[src/rtl/clock_time_ctrl.sv]
// Timekeeping (HH:MM:SS, 24 h), set-time FSM, digit scan and blink mask for the 7-segment driver.
// Optional button debounce filter enabled by defining CLOCK_TIME_CTRL_DEBOUNCE_EN.
module clock_time_ctrl #(
  parameter int TICK_DIV   = 1000,
  parameter int SCAN_DIV   = 16,
  parameter int DEB_CYCLES = 8
) (
  input  logic        clock,
  input  logic        reset,
  input  logic        btn_mode,
  input  logic        btn_inc,
  input  logic        btn_view,
  output logic [11:0] data_show,
  output logic [2:0]  byte_status,
  output logic [3:0]  segment_byte_control,
  output logic [1:0]  mode,
  output logic        sec_tick
);

  localparam int PW = $clog2(TICK_DIV);
  localparam int SW = (SCAN_DIV > 1) ? $clog2(SCAN_DIV) : 1;
  localparam logic [PW-1:0] PRE_MAX  = PW'(TICK_DIV - 1);
  localparam logic [PW-1:0] PRE_HALF = PW'(TICK_DIV / 2);
  localparam logic [SW-1:0] SCAN_MAX = SW'(SCAN_DIV - 1);

  typedef enum logic [1:0] {
    ST_RUN      = 2'd0,
    ST_SET_HOUR = 2'd1,
    ST_SET_MIN  = 2'd2
  } state_t;

  if (TICK_DIV < 4 || (TICK_DIV % 2) != 0 || SCAN_DIV < 1 || DEB_CYCLES < 1) begin : g_param_check
    $error("clock_time_ctrl: illegal parameter value");
  end

  logic [2:0]    raw_s;
  logic [2:0]    sync1_r;
  logic [2:0]    sync2_r;
  logic [2:0]    level_s;
  logic [2:0]    prev_r;
  logic [2:0]    ev_r;
  logic          mode_ev_s;
  logic          inc_ev_s;
  logic          view_ev_s;
  logic          exit_s;
  logic          blink_on_s;

  state_t        mode_r;
  state_t        mode_next_s;
  logic [5:0]    sec_r;
  logic [5:0]    min_r;
  logic [5:0]    hour_r;
  logic          view_r;
  logic [5:0]    sec_next_s;
  logic [5:0]    min_next_s;
  logic [5:0]    hour_next_s;
  logic          view_next_s;
  logic [PW-1:0] pre_r;
  logic [PW-1:0] pre_next_s;
  logic          sec_tick_r;
  logic [SW-1:0] scan_r;
  logic [2:0]    bs_r;
  logic [3:0]    seg_r;
  logic [3:0]    seg_next_s;

  assign raw_s = {btn_view, btn_inc, btn_mode};

  // Two-flop synchronizer plus registered rising-edge detect on the (filtered) level
  always_ff @(posedge clock or negedge reset) begin
    if (!reset) begin
      sync1_r <= 3'b000;
      sync2_r <= 3'b000;
      prev_r  <= 3'b000;
      ev_r    <= 3'b000;
    end else begin
      sync1_r <= raw_s;
      sync2_r <= sync1_r;
      prev_r  <= level_s;
      ev_r    <= level_s & ~prev_r;
    end
  end

`ifdef CLOCK_TIME_CTRL_DEBOUNCE_EN
  localparam int DW = $clog2(DEB_CYCLES + 1);

  for (genvar g = 0; g < 3; g++) begin : g_deb
    logic          filt_r;
    logic [DW-1:0] cnt_r;

    // Filtered level flips only after DEB_CYCLES consecutive differing samples
    always_ff @(posedge clock or negedge reset) begin
      if (!reset) begin
        filt_r <= 1'b0;
        cnt_r  <= '0;
      end else if (sync2_r[g] != filt_r) begin
        if (cnt_r == DW'(DEB_CYCLES - 1)) begin
          filt_r <= sync2_r[g];
          cnt_r  <= '0;
        end else begin
          cnt_r <= cnt_r + DW'(1);
        end
      end else begin
        cnt_r <= '0;
      end
    end

    assign level_s[g] = filt_r;
  end
`else
  assign level_s = sync2_r;
`endif

  assign mode_ev_s = ev_r[0];
  assign inc_ev_s  = ev_r[1];
  assign view_ev_s = ev_r[2];
  assign exit_s    = mode_ev_s && (mode_r == ST_SET_MIN);

  // Mode FSM next state: each mode event advances one step around the ring
  always_comb begin
    mode_next_s = mode_r;
    if (mode_ev_s) begin
      case (mode_r)
        ST_RUN:      mode_next_s = ST_SET_HOUR;
        ST_SET_HOUR: mode_next_s = ST_SET_MIN;
        ST_SET_MIN:  mode_next_s = ST_RUN;
        default:     mode_next_s = ST_RUN;
      endcase
    end else begin
      mode_next_s = mode_r;
    end
  end

  // Mode state register
  always_ff @(posedge clock or negedge reset) begin
    if (!reset) begin
      mode_r <= ST_RUN;
    end else begin
      mode_r <= mode_next_s;
    end
  end

  // Time fields, view toggle and prescaler next values; mode events mask inc/view
  always_comb begin
    sec_next_s  = sec_r;
    min_next_s  = min_r;
    hour_next_s = hour_r;
    view_next_s = view_r;
    if (mode_r == ST_RUN) begin
      if (sec_tick_r) begin
        if (sec_r == 6'd59) begin
          sec_next_s = 6'd0;
          if (min_r == 6'd59) begin
            min_next_s  = 6'd0;
            hour_next_s = (hour_r == 6'd23) ? 6'd0 : hour_r + 6'd1;
          end else begin
            min_next_s = min_r + 6'd1;
          end
        end else begin
          sec_next_s = sec_r + 6'd1;
        end
      end else begin
        sec_next_s = sec_r;
      end
      if (view_ev_s && !mode_ev_s) begin
        view_next_s = ~view_r;
      end else begin
        view_next_s = view_r;
      end
    end else if (mode_r == ST_SET_HOUR) begin
      if (inc_ev_s && !mode_ev_s) begin
        hour_next_s = (hour_r == 6'd23) ? 6'd0 : hour_r + 6'd1;
      end else begin
        hour_next_s = hour_r;
      end
    end else if (mode_r == ST_SET_MIN) begin
      if (exit_s) begin
        sec_next_s = 6'd0;
      end else if (inc_ev_s) begin
        min_next_s = (min_r == 6'd59) ? 6'd0 : min_r + 6'd1;
      end else begin
        min_next_s = min_r;
      end
    end else begin
      sec_next_s = sec_r;
    end

    if (exit_s || pre_r == PRE_MAX) begin
      pre_next_s = '0;
    end else begin
      pre_next_s = pre_r + PW'(1);
    end
  end

  // Time, view and prescaler registers; tick is suppressed in set modes and on the exit cycle
  always_ff @(posedge clock or negedge reset) begin
    if (!reset) begin
      sec_r      <= 6'd0;
      min_r      <= 6'd0;
      hour_r     <= 6'd0;
      view_r     <= 1'b0;
      pre_r      <= '0;
      sec_tick_r <= 1'b0;
    end else begin
      sec_r      <= sec_next_s;
      min_r      <= min_next_s;
      hour_r     <= hour_next_s;
      view_r     <= view_next_s;
      pre_r      <= pre_next_s;
      sec_tick_r <= (pre_r == PRE_MAX) && (mode_r == ST_RUN) && (mode_next_s == ST_RUN);
    end
  end

  assign blink_on_s = (pre_r < PRE_HALF);

  // Digit-enable mask: the field being set blinks with the prescaler half-period
  always_comb begin
    seg_next_s = 4'b1111;
    case (mode_r)
      ST_RUN:      seg_next_s = 4'b1111;
      ST_SET_HOUR: seg_next_s = {blink_on_s, blink_on_s, 1'b1, 1'b1};
      ST_SET_MIN:  seg_next_s = {1'b1, 1'b1, blink_on_s, blink_on_s};
      default:     seg_next_s = 4'b1111;
    endcase
  end

  // Scan divider and digit index, plus registered blink mask
  always_ff @(posedge clock or negedge reset) begin
    if (!reset) begin
      scan_r <= '0;
      bs_r   <= 3'd0;
      seg_r  <= 4'b1111;
    end else begin
      seg_r <= seg_next_s;
      if (scan_r == SCAN_MAX) begin
        scan_r <= '0;
        bs_r   <= bs_r + 3'd1;
      end else begin
        scan_r <= scan_r + SW'(1);
      end
    end
  end

  assign data_show            = (!view_r || mode_r != ST_RUN) ? {hour_r, min_r} : {min_r, sec_r};
  assign byte_status          = bs_r;
  assign segment_byte_control = seg_r;
  assign mode                 = mode_r;
  assign sec_tick             = sec_tick_r;

endmodule

[config.mk]
export PLATFORM = sky130hd
export DESIGN_NAME = clock_time_ctrl
export DESIGN_NICKNAME = d
export VERILOG_FILES = /design/src/rtl/clock_time_ctrl.sv
export SDC_FILE = /design/constraint.sdc
export NUM_CORES = 1
export LEC_CHECK = 0
export CORE_MARGIN = 5
export CORE_UTILIZATION = 60
export CTS_BUF_LIST = sky130_fd_sc_hd__clkbuf_16
export CTS_CLUSTER_SIZE = 14
export DETAILED_ROUTE_END_ITERATION = 6
export PLACE_DENSITY = 0.83
export SETUP_SLACK_MARGIN = 0.2
export SYNTH_ARGS = -nofsm -noshare
export SYNTH_HDL_FRONTEND = slang
export SYNTH_SLANG_ARGS = --single-unit
export TNS_END_PERCENT = 30
[constraint.sdc]
create_clock -name clock -period 3.1 [get_ports clock]
set_input_delay 0.775 -clock clock [delete_from_list [all_inputs] [get_ports clock]]
set_output_delay 0.775 -clock clock [all_outputs]
set_load 0.01 [all_outputs]
### Word-level counts from Yosys, hierarchy flattened

Cells that the tools add are included.

| storage, ports and cells | value |
|---|---|
| flip-flop bits (word level) | 55 |
| output and inout bits | 22 |

| operators by class | value |
|---|---|
| add/subtract/negate cells | 6 |
| $lt $le $gt $ge | 1 |
| equal/unequal tests | 12 |
| muxes and demuxes | 27 |
| bitwise gates (word level) | 3 |
| reduce and logical (&&, ||, !) cells | 21 |

Operators with widths:

| cell | number |
|---|---|
| $mux 6 | 21 |
| $add 6x1->6 const B | 3 |
| $eq 6x6->1 const B | 2 |
| $mux 12 | 1 |
| $reduce_bool 2->1 | 6 |
| $add 10x1->10 const B | 1 |
| $eq 10x10->1 const B | 1 |
| $lt 10x9->1 const B | 1 |
| $mux 10 | 1 |
| $pmux 4 s2 | 1 |
| $eq 6x5->1 const B | 1 |
| $ne 2x1->1 const B | 3 |
| $reduce_and 6->1 | 1 |
| $logic_and 1x1->1 | 5 |
| $reduce_and 5->1 | 1 |
| $add 4x1->4 const B | 1 |
| $eq 4x4->1 const B | 1 |
| $logic_not 2->1 | 2 |
| $mux 4 | 1 |
| $ne 2x2->1 const B | 2 |
| $pmux 2 s2 | 1 |
| $reduce_and 4->1 | 1 |
| $add 3x1->3 const B | 1 |
| $and 3x3->3 | 1 |
| other kinds (8) | 10 |

### Depth between registers and ports, before layout

| depth | value |
|---|---|
| depth in word-level cells | 7 |
| gate-level depth with buffers | 7 |
| depth with buffers taken out | 6 |

### Least setup slack after synthesis

No wires, ideal clock.

| timing path | value |
|---|---|
| path type | register -> output |
| start | register mode_r[0], in the netlist mode[0] |
| end | output data_show[10] |
| arrival time | 1.547 ns |
| required time | 2.325 ns |
| setup slack | 0.778 ns |
| stages on the path, launching flop included | 7 |
| cell sequence | dfrtp_1 inv_1 ha_1 buf_6 nand2_1 buf_2 mux2_2 |

| on the way | value |
|---|---|
| word-level cells in the longest chain between the ends | 3 |

RTL lines:

| element | RTL line | text |
|---|---|---|
| start, declared | 48 | `state_t mode_r;` |
| start signal, assigned | 138 | `mode_r <= mode_next_s;` |
| $reduce_bool 2->1 | 243 | `assign data_show = (!view_r \|\| mode_r != ST_RUN) ? {hour_r, min_r} : {min_r, sec_r};` |
| $logic_or 1x1->1 | 243 |  |
| $mux 12 | 243 |  |
| end, declared | 13 | `output logic [11:0] data_show,` |

No other way between the ends.

### Worst setup path after layout

| timing path | value |
|---|---|
| start | register mode_r[0], in the netlist mode[0] |
| end | output data_show[7] |

The elaborated chain is that of the path after synthesis.

==> impl_metrics.tcl <==
set metrics [dict create \
    status "completed" \
    globalplace.congestion 0.825 \
    pin_count 27 \
    die_area_mm2 0.00576 \
    finalWorstSetupSlack_ns 0.274 \
    power_density_mw_per_mm2 727 \
    max-slew-margin-rel_pct 68.0 \
    grt_start_max_net_pins 34 \
    worst_pin_slew_ns 0.481 \
    fmax_ghz 0.354 \
    wl_um 5070 \
    worst_hold_slack_ns 0.355 \
    track_usage_pct 17.5 \
    drtIter0Drc 230 \
    synth_warnings 0 \
    reg2reg_slack_ns 1.02 \
    max_cap_violations 0 \
    synth_edf_count 0 \
    vdd_ir_drop_max_v 0.000418 \
    port_buffers 26 \
    finClkSkew_ns 0.00561 \
    ys.flop_type "dfrtp_1" \
    multiInputGateArea_mm2 0.00122 \
    post_drt_wl_per_cell_um 16.4 \
    setup_viol 0 \
    ant_nets 0 \
    die_h_um 75.9 \
    synth_top_area_cell "dfrtp_1" \
    place_ws_ns 0.329 \
    post-route-drc-count 0 \
    antenna_cells 0 \
    drv_slew 0 \
    rsz0062_at_grt "no" \
    start_util_pct 60.7 \
    period_needed_ns 2.83 \
    synth.distinct_cells 52 \
    vias 1829 \
    synth_top_area_share_pct 48.9 \
    antenna_found_initial 0 \
    path_clk_slew_ns 0.07 \
    syn_nets 241 \
    grt_overflow 0 \
    async_reset_ff_share_pct 100 \
    syn2layout_area_growth_pct 19.9 \
    hp-class "flip-flop to flip-flop" \
    leakage_uw 0.00146 \
    nets 272 \
    critPathKind "flip-flop to output port" \
    syn-cell-area_mm2 0.00261 \
    avgSynthCellArea_um2 11.5 \
    ys_seq_area_share_pct 51.0 \
    syn-instance-count 226 \
    cts_tree "done" \
    startpoint_type "flip-flop" \
    worstPathArrival_ns 2.05 \
    placed_area_mm2 0.00289 \
    clockRootBuffer "clkbuf_16" \
    drive_gt1_share_pct 18.6 \
    cp_data_required_time_ns 2.32 \
    fillers 320 \
    fin_setup_tns_ns 0 \
    htree_num_levels 2 \
    dr.pass1.iters 4 \
    core_mm2 0.00429 \
    cts_buffers 5 \
    synth_seq_cells 53 \
    clk_latency_ns 0.29 \
    critPathCaptureType "output port" \
    grt_pass1_vias 1759 \
    seqCellArea_mm2 0.00133 \
    period_share_pct 91.2 \
    postCtsHoldBufs 0 \
    clock_sinks 53 \
    path_max_fanout 6 \
    synth_area_leaders "dfrtp_1 49%, mux2_2 7.3%, ha_1 4.8%" \
    cts_buffer_depth 2 \
    utilization_pct 72.8 \
    grt_pass1_wl_um 8330 \
    finalHoldViolCount 0 \
    row_count 24 \
    die_w_um 75.9 \
    hpwlAfterDp_um 3280 \
    stdcell_area_mm2 0.00313 \
    vias_per_cell 5.90 \
]
stage by stage:
stage | total power (uW) | std cells
6_report | 2270 | 310
5_1_grt | 2400 | 310
4_1_cts | 2240 | 306
3_5_place_dp | 1510 | 298
3_3_place_gp | 1490 | 298
2_1_floorplan | 1300 | 226
power breakdown:
| part | total [uW] | switching, uW | leakage [uW] | internal [uW] |
|---|---|---|---|---|
| registers | 946 | 137 | 0.000674 | 808 |
| logic | 616 | 288 | 0.000696 | 328 |
| clock network | 711 | 245 | 0.0000944 | 465 |
| total | 2270 | 671 | 0.00146 | 1600 |
per-layer routing:
layer / wire length, um / share of wire (%) / global-route usage [%] / up-vias
met5: 0 / 0 / 0 / -
met4: 64 / 1.3 / 5.69 / 0
met3: 211 / 4.2 / 2.96 / 8
met2: 2590 / 51 / 29.1 / 47
met1: 2210 / 43 / 23.1 / 910
li1: - / - / - / 864
path summary, 6_finish.rpt:
path | cells past startpoint | start | to
min in group asynchronous | 1 | reset | pre_r[3]$_DFF_PN0_
min | 0 | sync1_r[0]$_DFF_PN0_ | level_s[0]$_DFF_PN0_
max | 5 | mode[0]$_DFF_PN0_ | data_show[7]
max reg2reg | 7 | mode[0]$_DFF_PN0_ | min_r[1]$_DFFE_PN0P_
min reg2reg | 0 | sync1_r[0]$_DFF_PN0_ | level_s[0]$_DFF_PN0_
max in group asynchronous | 2 | reset | sec_r[1]$_DFFE_PN0P_
cell families (layout without fill, tap and decap cells):
group,after synthesis,count (layout),synth area share [%]
adders and majority gates,10,10,4.80
muxes,20,20,8.68
and+or+nand+nor,79,80,18.8
AOI/OAI and AO/OA,33,33,8.30
DFF,53,53,51.0
buffers and inverters,14,45,2.73
xor gates and xnor gates,17,17,5.71
cells in the final DEF, fill, tap and decap left out, drive strengths merged, types with 3 or more instances in the layout:
cell type and n:
a21oi 7, and3 6, buf 6, clkbuf 5, clkdlybuf4s50 25, dfrtp 51
ha 10, inv 7, mux2 18, nand2 19, nand3 8, nand3b 5
nor2 16, nor2b 4, nor3 4, o2111ai 3, o21ai 13, xnor2 11
xor2 6
state kept, by name, indices dropped and copies added (netlist names), 2 cells and up:
signal	flops
pre_r	10
hour_r	6
min_r	6
sec_r	6
scan_r	4
byte_status	3
ev_r	3
level_s	3
prev_r	3
sync1_r	3
mode	2
segment_byte_control	2
synth_stat cells, types with 2 or more instances:
cell,n
a21oi_1,7
and3_1,5
buf_2,3
buf_4,2
clkbuf_1,2
dfrtp_1,51
dfstp_2,2
ha_1,10
inv_1,6
mux2_2,17
mux2i_1,2
nand2_1,18
nand2b_1,2
nand3_1,8
nand3b_1,3
nand4_1,2
nand4b_1,2
nor2_1,15
nor2b_1,4
nor3_1,3
o2111ai_1,3
o211a_1,2
o21ai_0,11
o21ai_1,2
or2_2,2
xnor2_1,11
xor2_1,6
worst max-delay path, cell delays in order (launching register included):
cell	delay [ns]
dfrtp_1	0.41
inv_1	0.11
ha_2	0.24
nand2_2	0.17
mux2_2	0.36
clkdlybuf4s50_1	0.48
area by class of cell:
type / instances / area share [%]
sequential: 53 / 42.5
tap: 52 / 2.08
multi-input combinational: 160 / 39.1
inverter: 6 / 0.720
clock buffer: 5 / 4.00
timing repair buffer: 31 / 9.36
clock inverter: 3 / 2.20
timing repair:
item | in CTS | in global routing
endpoints found under the setup margin | 12 | 12
gates resized for setup | 2 | 1
buffers inserted | 0 | 3
hold endpoints to repair | 0 | 0
gates cloned | 0 | 1
pin swaps | 0 | 1
(Power assumes the default switching activity.)
